`src/rtl/mdu_issue_ctrl_pkg.sv`:
```
// Shared definitions for the MDU issue controller.
//   - MD_* opcode constants carried on e_op/dp_op
//   - controller state encoding
//   - is_start()/is_div() opcode classifiers
package mdu_issue_ctrl_pkg;

   localparam int OP_W = 4;

   localparam logic [OP_W-1:0] MD_NONE  = 4'd0;
   localparam logic [OP_W-1:0] MD_MULT  = 4'd1;
   localparam logic [OP_W-1:0] MD_MULTU = 4'd2;
   localparam logic [OP_W-1:0] MD_DIV   = 4'd3;
   localparam logic [OP_W-1:0] MD_DIVU  = 4'd4;
   localparam logic [OP_W-1:0] MD_MFHI  = 4'd5;
   localparam logic [OP_W-1:0] MD_MFLO  = 4'd6;
   localparam logic [OP_W-1:0] MD_MTHI  = 4'd7;
   localparam logic [OP_W-1:0] MD_MTLO  = 4'd8;

   typedef enum logic [1:0] {
      ST_IDLE   = 2'd0,
      ST_RUN    = 2'd1,
      ST_COMMIT = 2'd2
   } mdu_state_t;

   // Opcodes that occupy the datapath and end in a HI/LO commit.
   function automatic logic is_start(input logic [OP_W-1:0] op);
      return (op == MD_MULT) || (op == MD_MULTU) || (op == MD_DIV) || (op == MD_DIVU);
   endfunction

   function automatic logic is_div(input logic [OP_W-1:0] op);
      return (op == MD_DIV) || (op == MD_DIVU);
   endfunction

endpackage

```
`src/rtl/mdu_issue_ctrl_if.sv`:
```
// Bus between the E stage / MDU datapath and the issue controller.
//   E side   : req, e_valid, e_op, e_a, e_b  (driven by master)
//   DP side  : dp_op, dp_a, dp_b, hilo_we    (driven by slave)
//   HI/LO    : hi_we, lo_we, mt_data         (driven by slave)
//   Pipeline : busy, stall_e                 (driven by slave)
interface mdu_issue_ctrl_if;
   import mdu_issue_ctrl_pkg::*;

   logic            req;
   logic            e_valid;
   logic [OP_W-1:0] e_op;
   logic [31:0]     e_a;
   logic [31:0]     e_b;
   logic [OP_W-1:0] dp_op;
   logic [31:0]     dp_a;
   logic [31:0]     dp_b;
   logic            hilo_we;
   logic            hi_we;
   logic            lo_we;
   logic [31:0]     mt_data;
   logic            busy;
   logic            stall_e;

   modport master (
      output req, e_valid, e_op, e_a, e_b,
      input  dp_op, dp_a, dp_b, hilo_we, hi_we, lo_we, mt_data, busy, stall_e
   );

   modport slave (
      input  req, e_valid, e_op, e_a, e_b,
      output dp_op, dp_a, dp_b, hilo_we, hi_we, lo_we, mt_data, busy, stall_e
   );

endinterface

```
`src/rtl/mdu_lat_counter.sv`:
```
// Fixed-latency down counter: load a start value, decrement toward zero,
// flag zero. Holds at zero rather than wrapping.
//   clk, reset  : clock, synchronous active-high reset (count -> 0)
//   load_i      : load load_val_i (takes priority over dec_i)
//   load_val_i  : value to load
//   dec_i       : decrement when nonzero
//   cnt_o       : current count
//   zero_o      : count is zero
module mdu_lat_counter #(
   parameter int CNT_W = 5
) (
   input  logic             clk,
   input  logic             reset,
   input  logic             load_i,
   input  logic [CNT_W-1:0] load_val_i,
   input  logic             dec_i,
   output logic [CNT_W-1:0] cnt_o,
   output logic             zero_o
);

   logic [CNT_W-1:0] cnt_q;
   logic [CNT_W-1:0] cnt_d;

   always_comb begin
      cnt_d = cnt_q;
      if (load_i)
         cnt_d = load_val_i;
      else if (dec_i && (cnt_q != '0))
         cnt_d = cnt_q - 1'b1;
   end

   always_ff @(posedge clk) begin
      if (reset)
         cnt_q <= '0;
      else
         cnt_q <= cnt_d;
   end

   assign cnt_o  = cnt_q;
   assign zero_o = (cnt_q == '0);

endmodule

```
`src/rtl/mdu_issue_ctrl.sv`:
```
// MDU issue/sequencing controller between E-stage decode and the
// multiply/divide datapath. Latches opcode and operands on issue, counts
// the fixed latency, pulses hilo_we for one cycle on completion, and
// stalls later MDU instructions in E while the unit is occupied.
//   clk, reset : clock, synchronous active-high reset
//   bus        : mdu_issue_ctrl_if.slave (E-side inputs, datapath/HI/LO
//                enables, busy and stall_e outputs)
module mdu_issue_ctrl
   import mdu_issue_ctrl_pkg::*;
#(
   parameter int MUL_LAT = 5,
   parameter int DIV_LAT = 10,
   parameter int CNT_W   = 5
) (
   input  logic             clk,
   input  logic             reset,
   mdu_issue_ctrl_if.slave  bus
);

   localparam logic [CNT_W-1:0] MUL_LD = CNT_W'(MUL_LAT - 1);
   localparam logic [CNT_W-1:0] DIV_LD = CNT_W'(DIV_LAT - 1);

   mdu_state_t      state_q;
   logic            hilo_we_q;
   logic [OP_W-1:0] dp_op_q;
   logic [31:0]     dp_a_q;
   logic [31:0]     dp_b_q;

   logic             idle;
   logic             start;
   logic             mdu_use;
   logic [CNT_W-1:0] lat_ld;
   logic [CNT_W-1:0] cnt;
   logic             cnt_zero;

   assign idle    = (state_q == ST_IDLE);
   // A flushed E-stage instruction must never start the unit.
   assign start   = bus.e_valid && is_start(bus.e_op) && !bus.req;
   assign mdu_use = bus.e_valid && (bus.e_op != MD_NONE);
   assign lat_ld  = is_div(bus.e_op) ? DIV_LD : MUL_LD;

   mdu_lat_counter #(
      .CNT_W (CNT_W)
   ) u_cnt (
      .clk        (clk),
      .reset      (reset),
      .load_i     (idle && start),
      .load_val_i (lat_ld),
      .dec_i      (state_q == ST_RUN),
      .cnt_o      (cnt),
      .zero_o     (cnt_zero)
   );

   // req is deliberately not examined in RUN/COMMIT: the in-flight op
   // belongs to an instruction that has already left E.
   always_ff @(posedge clk) begin
      if (reset) begin
         state_q   <= ST_IDLE;
         hilo_we_q <= 1'b0;
         dp_op_q   <= MD_NONE;
         dp_a_q    <= '0;
         dp_b_q    <= '0;
      end else begin
         case (state_q)
            ST_IDLE: begin
               hilo_we_q <= 1'b0;
               if (start) begin
                  dp_op_q <= bus.e_op;
                  dp_a_q  <= bus.e_a;
                  dp_b_q  <= bus.e_b;
                  state_q <= ST_RUN;
               end
            end
            ST_RUN: begin
               if (cnt_zero) begin
                  hilo_we_q <= 1'b1;
                  state_q   <= ST_COMMIT;
               end
            end
            ST_COMMIT: begin
               hilo_we_q <= 1'b0;
               state_q   <= ST_IDLE;
            end
            default: begin
               hilo_we_q <= 1'b0;
               state_q   <= ST_IDLE;
            end
         endcase
      end
   end

   assign bus.dp_op   = dp_op_q;
   assign bus.dp_a    = dp_a_q;
   assign bus.dp_b    = dp_b_q;
   assign bus.hilo_we = hilo_we_q;
   assign bus.busy    = !idle;
   // The issuing instruction sees IDLE, so it is never stalled; mfhi/mflo
   // are held through COMMIT so they observe the committed result.
   assign bus.stall_e = mdu_use && !idle;
   assign bus.hi_we   = idle && bus.e_valid && (bus.e_op == MD_MTHI) && !bus.req;
   assign bus.lo_we   = idle && bus.e_valid && (bus.e_op == MD_MTLO) && !bus.req;
   assign bus.mt_data = bus.e_a;

   // Count only ever sees values loaded from MUL_LD/DIV_LD, so unused here.
   logic unused_cnt;
   assign unused_cnt = ^cnt;

endmodule
```
`src/flat_wrapper.sv`:
```
// flat-port wrapper written by rule: the top's interface ports become plain ports
module mdu_issue_ctrl_flat import mdu_issue_ctrl_pkg::*;
#(
   parameter int MUL_LAT = 5,
   parameter int DIV_LAT = 10,
   parameter int CNT_W   = 5
)
  (clk, reset, bus_req, bus_e_valid, bus_e_op, bus_e_a, bus_e_b, bus_dp_op, bus_dp_a, bus_dp_b, bus_hilo_we, bus_hi_we, bus_lo_we, bus_mt_data, bus_busy, bus_stall_e);
  mdu_issue_ctrl_if bus_i ();
  input  logic clk;
  input  logic reset;
  input wire logic [$bits(bus_i.req)-1:0] bus_req;
  input wire logic [$bits(bus_i.e_valid)-1:0] bus_e_valid;
  input wire logic [$bits(bus_i.e_op)-1:0] bus_e_op;
  input wire logic [$bits(bus_i.e_a)-1:0] bus_e_a;
  input wire logic [$bits(bus_i.e_b)-1:0] bus_e_b;
  output wire logic [$bits(bus_i.dp_op)-1:0] bus_dp_op;
  output wire logic [$bits(bus_i.dp_a)-1:0] bus_dp_a;
  output wire logic [$bits(bus_i.dp_b)-1:0] bus_dp_b;
  output wire logic [$bits(bus_i.hilo_we)-1:0] bus_hilo_we;
  output wire logic [$bits(bus_i.hi_we)-1:0] bus_hi_we;
  output wire logic [$bits(bus_i.lo_we)-1:0] bus_lo_we;
  output wire logic [$bits(bus_i.mt_data)-1:0] bus_mt_data;
  output wire logic [$bits(bus_i.busy)-1:0] bus_busy;
  output wire logic [$bits(bus_i.stall_e)-1:0] bus_stall_e;
  assign bus_i.req = bus_req;
  assign bus_i.e_valid = bus_e_valid;
  assign bus_i.e_op = bus_e_op;
  assign bus_i.e_a = bus_e_a;
  assign bus_i.e_b = bus_e_b;
  assign bus_dp_op = bus_i.dp_op;
  assign bus_dp_a = bus_i.dp_a;
  assign bus_dp_b = bus_i.dp_b;
  assign bus_hilo_we = bus_i.hilo_we;
  assign bus_hi_we = bus_i.hi_we;
  assign bus_lo_we = bus_i.lo_we;
  assign bus_mt_data = bus_i.mt_data;
  assign bus_busy = bus_i.busy;
  assign bus_stall_e = bus_i.stall_e;
  mdu_issue_ctrl #(.MUL_LAT(MUL_LAT), .DIV_LAT(DIV_LAT), .CNT_W(CNT_W)) u_core (.clk(clk), .reset(reset), .bus(bus_i));
endmodule
```
`config.mk`:
```
export PLATFORM = sky130hd
export DESIGN_NAME = mdu_issue_ctrl_flat
export DESIGN_NICKNAME = d
export VERILOG_FILES = /design/src/rtl/mdu_issue_ctrl_pkg.sv /design/src/rtl/mdu_issue_ctrl_if.sv /design/src/rtl/mdu_lat_counter.sv /design/src/rtl/mdu_issue_ctrl.sv /design/src/flat_wrapper.sv
export SDC_FILE = /design/constraint.sdc
export NUM_CORES = 1
export LEC_CHECK = 0
export CAP_MARGIN = 10
export CORE_UTILIZATION = 42
export CTS_BUF_LIST = sky130_fd_sc_hd__clkbuf_2 sky130_fd_sc_hd__clkbuf_4 sky130_fd_sc_hd__clkbuf_8
export CTS_CLUSTER_SIZE = 14
export DETAILED_ROUTE_END_ITERATION = 8
export GPL_ROUTABILITY_DRIVEN = 0
export PLACE_DENSITY = 0.87
export SLEW_MARGIN = 20
export SYNTH_ARGS = -nofsm -noshare
export SYNTH_HDL_FRONTEND = slang
export SYNTH_SLANG_ARGS = --single-unit
```
`constraint.sdc`:
```
create_clock -name clk -period 4.5 [get_ports clk]
set_input_delay 1.35 -clock clk [delete_from_list [all_inputs] [get_ports clk]]
set_output_delay 1.35 -clock clk [all_outputs]
set_load 0.01 [all_outputs]
```
# Word level (Yosys, flattened, before mapping)
# Index checks and enable logic that the tools add are counted.
classes:
  n_reduce_logical: 25
  n_bitwise: 1
  n_mux: 6
  addsub: 1
  n_eq_ne: 9
ops:
  columns: ["cell", "count"]
  rows:
  - ["logical AND 1 bit", 11]
  - ["two-way mux 5 bit", 2]
  - ["== test 4 x 2 -> 1 bit (second input constant)", 2]
  - ["== test 4 x 3 -> 1 bit (second input constant)", 2]
  - ["logical NOT 5 bit", 1]
  - ["nonzero test 5 bit", 1]
  - ["subtractor 5 x 1 -> 5 bit (second input constant)", 1]
  - ["== test 4 x 1 -> 1 bit (second input constant)", 1]
  - ["== test 4 bit (second input constant)", 1]
  - ["logical OR 1 bit", 4]
  - ["two-way mux 2 bit", 2]
  - ["two-way mux 4 bit", 1]
  - ["case mux 2 bit (2 select lines)", 1]
  - ["AND reduction 2 bit", 2]
  - ["nonzero test 4 bit", 1]
  - ["== test 2 x 1 -> 1 bit (second input constant)", 1]
  - ["logical NOT 1 bit", 2]
  - ["logical NOT 2 bit", 1]
  - ["!= test 2 x 1 -> 1 bit (second input constant)", 1]
  - ["!= test 2 bit (second input constant)", 1]
  - ["nonzero test 2 bit", 1]
  - ["OR reduction 2 bit", 1]
  - ["inverter 1 bit", 1]
word_totals:
  word_cells: 48
  reg_bits: 76
  in_bits: 72
  output_inout_bits: 105

# Longest topological paths before layout
# Gate-level depths: netlist (run 1).
logic_depth:
  ltp_word: 8
  depth_mapped: 7

# Cells and area by module
# From an unflattened synthesis (run 1), not the netlist that was laid out.
unflattened:
  hier_cells: 389
  hier_area_um2: 3793.6
by_module_without_submodules:
  columns: ["module", "area_each_um2", "seq_area_each_um2", "n_inst", "cells_per_inst"]
  rows:
  - ["mdu_issue_ctrl", 3467.1, 1421.4, 1, 352]
  - ["mdu_lat_counter", 326.6, 100.1, 1, 37]

# Least setup slack after synthesis (run 1)
# No wires, ideal clock.
synth_path:
  path_type: "input-to-output"
  startpoint: "input port bus_req"
  endpoint: "output port bus_hi_we"
  stages: 3
  arrival_ns: 1.988
  slack_ns: 1.162
  n_path_buf: 0
  cell_sequence: "nor4b_1 -> nand3_1 -> nor2_1"
synth_via:
  elab_chain_len: 2
synth_lines:
  columns: ["element", "line_no", "text"]
  rows:
  - ["from (decl)", "flat_wrapper.sv:12", "input wire logic [$bits(bus_i.req)-1:0] bus_req;"]
  - ["logical NOT 1 bit", "mdu_issue_ctrl.sv:100", "assign bus.hi_we = idle && bus.e_valid && (bus.e_op == MD_MTHI) && !bus.req;"]
  - ["logical AND 1 bit", "mdu_issue_ctrl.sv:100", null]
  - ["to (decl)", "flat_wrapper.sv:21", "output wire logic [$bits(bus_i.hi_we)-1:0] bus_hi_we;"]
# Every way passes these cells.

# Final worst setup path (run 1)
layout_path:
  startpoint: "input port bus_e_op[0]"
  endpoint: "output port bus_lo_we"
layout_via:
  elab_chain_len: 3
layout_lines:
  columns: ["element", "line_no", "text"]
  rows:
  - ["from (decl)", "flat_wrapper.sv:14", "input wire logic [$bits(bus_i.e_op)-1:0] bus_e_op;"]
  - ["== test 4 bit", "mdu_issue_ctrl.sv:101", "assign bus.lo_we = idle && bus.e_valid && (bus.e_op == MD_MTLO) && !bus.req;"]
  - ["logical AND 1 bit (2 in series)", "mdu_issue_ctrl.sv:101", null]
  - ["to (decl)", "flat_wrapper.sv:22", "output wire logic [$bits(bus_i.lo_we)-1:0] bus_lo_we;"]
# Every way passes these cells.

==> results.json, run 1 <==
{
  "hold_class": "reg2reg",
  "ctsHoldBuffers": 0,
  "avgRoutedWirePerCell_um": 13.13,
  "core_area_mm2": 0.006944,
  "r2r_setup_slack_ns": 2.16,
  "clock_path_buffers": 2,
  "pin_count": 177,
  "setup_ws_ns": 0.1521,
  "skew_ns": 0.01420,
  "routed_wl_um": 8273,
  "fillCellCount": 577,
  "syn_area_mm2": 0.003100,
  "syn_area_per_cell_um2": 7.930,
  "drv_slew": 0,
  "min_from": "u_core.bus.dp_a[2]",
  "ff2ff_path_depth": 4,
  "path_common_cell": "clkdlybuf4s50_1",
  "synth.most_common_cell": "nand2_1",
  "slowest_delay_ns": 0.57,
  "cts_buffers": 9,
  "place_ws_ns": 0.06623,
  "crit_chain": "clkdlybuf4s50_1 -> nor3_1 -> and3_1 -> clkdlybuf4s50_1",
  "layout_min_cycle_time_ns": 4.348,
  "area_delta_synth_final_pct": 58.03,
  "rsz0062_at_grt": "false",
  "start_util": 0.4465,
  "cpMaxStageDelayCell": "clkdlybuf4s50_1",
  "instances_no_fill": 630,
  "drt_iter0_drc": 125,
  "ir_worst_vdd_mv": 0.2299,
  "grt_pass1_wl_um": 12810,
  "die_x_um": 87.92,
  "power_leakage_nw": 1.708,
  "drive_gt1_frac": 0.05618,
  "dr.pass1.iters": 4,
  "tns_ns": 0,
  "ys_top_cells_by_area": "dfxtp_1, nand2_1, a21oi_1",
  "synth-main-ff-cell": "dfxtp_1",
  "grt_overflow": 0,
  "fin_nets": 604,
  "n_antenna_cell": 0,
  "drtAntennaViolNets": 0,
  "timing.fmax_mhz": 230.0,
  "tightest_slew_ns": 0.8732,
  "cp-end-kind": "output port",
  "clk_latency_ns": 0.34,
  "holdPathStages": 2,
  "drc": 0,
  "grt_max_degree": 71,
  "hold_violations": 0,
  "drv_cap": 0,
  "cts_sinks": 76,
  "max_slew_margin": 0.4179,
  "synth_seq_cells": 76,
  "r2r_start": "u_core.state_q[1]",
  "synth_top_area_frac": 0.4907,
  "antenna_found_initial": 0,
  "fin_crit_sh": 0.9662,
  "cts-root-buf": "clkbuf_8",
  "io_buffers": 176,
  "critPathKind": "in2out",
  "vias": 3033,
  "crit_arrival_ns": 3.00,
  "r2r_end": "u_core.bus.dp_a[27]",
  "tritoncts": "done",
  "grt_pass1_vias": 2890,
  "clk_pin_slew_worst_paths_ns": 0.07,
  "rows": 30,
  "place_hpwl_um": 6037,
  "synth_cell_types": 32,
  "grt_use_total": 0.2136,
  "htreeDepth": 3,
  "async_reset_ff_frac": 0,
  "hold_end": "u_core.bus.dp_a[2]",
  "synth_warnings": 0,
  "dp_cells": 616,
  "status": "finished clean",
  "die_y_um": 87.92,
  "die-area_mm2": 0.007730,
  "via_per_inst": 4.814,
  "syn-num-nets": 464,
  "yosysSeqAreaShare": 0.4907,
  "netlist.top_cell.by_area": "dfxtp_1",
  "crit_fanout": 4,
  "critPathLaunchType": "input pin",
  "synth_edf_count": 0,
  "setup_viol": 0,
  "required_ns": 3.15,
  "syn_inst": 391,
  "p_per_area_mw_per_mm2": 298.5,
  "synth_common_cells": "nand2_1, dfxtp_1, a21oi_1, buf_4, clkbuf_1"
}
area by class of cell:
| cell class | count | area, um2 | share of cell area |
|---|---|---|---|
| clock inverters | 4 | 75.07 | 0.01532 |
| multi-input cells | 252 | 1191 | 0.2431 |
| well taps | 96 | 120.1 | 0.02451 |
| repair buffers | 186 | 1832 | 0.3739 |
| inverters | 6 | 22.52 | 0.004597 |
| clock buffers | 10 | 137.6 | 0.02809 |
| flip-flops and latches | 76 | 1521 | 0.3105 |
stage by stage:
step	cell area (um2)	hold slack [ns]	total power, mW	utilization
2_1_floorplan	3100	0.4486	0.8003	-
3_3_place_gp	4681	0.4407	0.9160	0.6741
3_5_place_dp	4681	0.4453	0.9203	0.6741
4_1_cts	4893	0.4557	1.480	0.7047
5_1_grt	4900	0.4782	1.523	0.7056
6_report	4900	0.4537	1.463	0.7056
repair_timing:
action / CTS / global route
buffers inserted: 0 / 0
setup endpoints to repair: 0 / 1
resized for setup: 0 / 1
endpoints found under the hold margin: 0 / 0
cell families (layout without fill, tap and decap cells):
| family | Yosys count | in the layout | share of synthesized area |
|---|---|---|---|
| adders and majority gates | 1 | 1 | 0.004035 |
| AOI/OAI and AO/OA | 82 | 82 | 0.1416 |
| buffers and inverters | 63 | 206 | 0.1299 |
| DFF | 76 | 76 | 0.4907 |
| muxes | 1 | 1 | 0.003229 |
| and+or+nand+nor | 168 | 168 | 0.2304 |
power breakdown:
part           total (mW)  internal (mW)  switching, mW  leakage [nW]
Combinational       0.207          0.124         0.0831         0.992
Clock               0.558          0.321          0.237         0.100
Sequential          0.697          0.688        0.00855         0.615
how the worst max path moves through the flow:
stage	end	slack, ns	startpoint	depth (start not counted)
floorplan	bus_hi_we	1.16	bus_req	3
global placement	bus_hi_we	0.09	bus_e_valid	6
detailed placement	bus_hi_we	0.07	bus_e_valid	6
CTS	bus_hi_we	0.04	bus_e_valid	6
global route	bus_lo_we	0.03	bus_e_op[0]	4
finish	bus_lo_we	0.15	bus_e_op[0]	4
flip-flops by register name, indices dropped and copies added (netlist names):
name                cells
u_core.bus.dp_op        4
u_core.state_q          2
u_core.u_cnt.cnt_o      5
u_core.bus.hilo_we      1
u_core.bus.dp_a        32
u_core.bus.dp_b        32
layer usage:
layer  part of all wire  vias to the layer above  GRT usage  wire length, um
li1                   -                     1524          -                -
met1               0.37                     1370     0.2217             3079
met2               0.51                      125     0.3848             4233
met3               0.10                       14    0.08011              829
met4              0.016                        0    0.09091              130
met5                  0                        -          0                0
cell usage in the layout (no fill, tap or decap), drive strengths merged, types with 2 or more instances in the layout:
cell type / synthesis / routed
or4b: 2 / 2
nor4b: 3 / 3
clkbuf: 13 / 10
nand2: 135 / 135
clkinvlp: 0 / 2
o31ai: 2 / 2
clkdlybuf4s50: 0 / 175
inv: 6 / 6
and3: 2 / 2
o21a: 2 / 2
or2: 2 / 2
nor2: 8 / 8
nor4: 3 / 3
o21bai: 2 / 2
dfxtp: 76 / 76
a21oi: 69 / 69
a31oi: 2 / 2
buf: 44 / 11
nor3b: 3 / 3
bufinv: 0 / 2
nor3: 6 / 6
o21ai: 2 / 2
critical path, delay by kind of cell:
kind,cells,cell delay [ns]
AND/OR/NAND/NOR,2,0.65
buffers and inverters,2,1.00
(Power assumes the default switching activity.)
==> inputs of run 2 (changes only) <==
--- a/config.mk
+++ b/config.mk
@@ -11,7 +11,8 @@
 export CTS_CLUSTER_SIZE = 14
 export DETAILED_ROUTE_END_ITERATION = 8
 export GPL_ROUTABILITY_DRIVEN = 0
-export PLACE_DENSITY = 0.87
+export MAX_ROUTING_LAYER = met4
+export PLACE_DENSITY = 0.95
 export SLEW_MARGIN = 20
 export SYNTH_ARGS = -nofsm -noshare
 export SYNTH_HDL_FRONTEND = slang
==> run 2 against run 1 <==
Net effect:
- clock skew decreased by 0.0023 ns
- combinational power about the same
- critical path depth increased by 1
- clock power increased by 2%
- total power increased by 0.52%
- first-iteration DRC count increased by 14%
- worst hold slack about the same
- global-route usage increased by 0.70 points
- sequential cell count unchanged
- sequential share of layout area increased by 0.15 points
- maximum frequency increased by 0.63%
- wire length about the same
==> results.json, run 2 (same netlist as run 1, synthesis figures left out) <==
{
  "grt_use_total": 0.2206,
  "clk_latency_ns": 0.34,
  "die-area_mm2": 0.007730,
  "htreeDepth": 3,
  "layout_common_cells": "clkdlybuf4s50_1, nand2_1, dfxtp_1",
  "io_buffers": 176,
  "r2r_setup_slack_ns": 2.14,
  "slowest_delay_ns": 0.56,
  "hold_class": "reg2reg",
  "rows": 30,
  "cpMaxStageDelayCell": "clkdlybuf4s50_1",
  "setup_viol": 0,
  "hold_violations": 0,
  "hold_end": "u_core.bus.dp_a[11]",
  "cts_buffers": 9,
  "crit_fanout": 3,
  "start_util": 0.4465,
  "cp-end-kind": "output port",
  "required_ns": 3.15,
  "grt_pass1_wl_um": 12770,
  "grt_max_degree": 67,
  "timing.fmax_mhz": 231.4,
  "path_common_cell": "clkdlybuf4s50_1",
  "p_per_area_mw_per_mm2": 301.5,
  "area_delta_synth_final_pct": 57.26,
  "power_leakage_nw": 1.715,
  "drt_iter0_drc": 143,
  "place_hpwl_um": 6070,
  "cts_setup_buffers": 0,
  "fin_nets": 600,
  "crit_arrival_ns": 2.97,
  "clk_pin_slew_worst_paths_ns": 0.08,
  "min_from": "u_core.bus.dp_a[11]",
  "max_slew_margin": 0.3821,
  "cts_sinks": 76,
  "ff2ff_path_depth": 4,
  "final_util": 0.7022,
  "layout_min_cycle_time_ns": 4.321,
  "rsz0062_at_grt": "false",
  "drc": 0,
  "crit_buf_inv": 3,
  "crit_cells": 5,
  "drv_cap": 0,
  "drv_slew": 0,
  "via_per_inst": 4.814,
  "tns_ns": 0,
  "holdPathStages": 2,
  "crit_family": "buffers and inverters",
  "clock_path_buffers": 2,
  "vias": 3023,
  "fillCellCount": 540,
  "status": "finished clean",
  "ir_worst_vdd_mv": 0.2151,
  "n_antenna_cell": 0,
  "drive_gt1_frac": 0.05075,
  "cts-root-buf": "clkbuf_8",
  "dr.pass1.iters": 4,
  "routed_wl_um": 8275,
  "tritoncts": "done",
  "skew_ns": 0.01189,
  "grt_pass1_vias": 2864,
  "r2r_end": "u_core.bus.dp_a[2]",
  "die_x_um": 87.92,
  "antenna_found_initial": 0,
  "pin_count": 177,
  "grt_overflow": 0,
  "core_area_mm2": 0.006944,
  "die_y_um": 87.92,
  "drtAntennaViolNets": 0,
  "tightest_slew_ns": 0.9269,
  "fin_crit_sh": 0.9602,
  "r2r_start": "u_core.state_q[1]",
  "critPathLaunchType": "input pin",
  "crit_chain": "clkdlybuf4s50_1 -> nor4b_1 -> buf_4 -> and3_1 -> clkdlybuf4s50_1",
  "final_common_cell": "clkdlybuf4s50_1",
  "critPathKind": "in2out",
  "whs_ns": 0.4538,
  "avgRoutedWirePerCell_um": 13.18
}
[run 2: changes by cell type in the layout (fill, tap and decap cells not counted), sizes merged]
| cell | change |
|---|---|
| buf | -4 |
| clkbuf | -1 |
| clkdlybuf4s50 | -1 |
| clkinv | +3 |
| clkinvlp | -1 |
| dlymetal6s2s | +1 |
| inv | +1 |
[run 2: worst max-delay path by stage]
stage	end	from	slack [ns]
finish	bus_lo_we	bus_e_valid	0.18
global route	bus_lo_we	bus_e_valid	0.12
CTS	bus_hi_we	bus_e_valid	0.03
detailed placement	bus_hi_we	bus_e_valid	0.06
global placement	bus_hi_we	bus_e_valid	0.13
floorplan	bus_hi_we	bus_req	1.16
[run 2: layout make-up]
type	count	area, um2	area share
repair buffers	182	1804	0.3700
flip-flops and latches	76	1521	0.3120
clock buffers	9	123.9	0.02540
multi-input cells	252	1185	0.2430
clock inverters	7	98.84	0.02027
inverters	6	22.52	0.004619
well taps	96	120.1	0.02463
[run 2: timing repair]
item	4_1_cts	5_1_grt
hold buffers	0	0
resized for setup	0	1
setup endpoints to repair	0	1
endpoints found under the hold margin	0	0
[run 2: report_power, final]
part,internal [mW],switching (mW),total (mW),leakage [nW]
logic,0.122,0.0831,0.205,0.991
clock network,0.315,0.254,0.569,0.110
registers,0.688,0.00835,0.696,0.615
total,1.13,0.345,1.47,1.72
[run 2: layer usage]
layer | vias up | GRT usage | wire, um
met2 | 134 | 0.3707 | 4026
met4 | 0 | 0.07154 | 138
met3 | 10 | 0.08200 | 762
li1 | 1518 | - | -
met1 | 1361 | 0.2405 | 3346
met5 | - | - | 0
[run 2: worst min-delay path: cells and delay by family, from the launching register on]
family	cells	cell delay, ns
AO/OA/AOI/OAI	1	0.05
AND/OR/NAND/NOR	1	0.05
flip-flops	1	0.31
[run 2: metrics by stage]
step	area, um2	worst slack [ns]	power (mW)	std cells
after floorplan	3100	1.162	0.8003	391
after global placement	4651	0.1332	0.9126	612
after detailed placement	4651	0.05673	0.9177	612
after CTS	4873	0.03151	1.488	628
after global routing	4876	0.1153	1.537	628
final	4876	0.1793	1.470	628
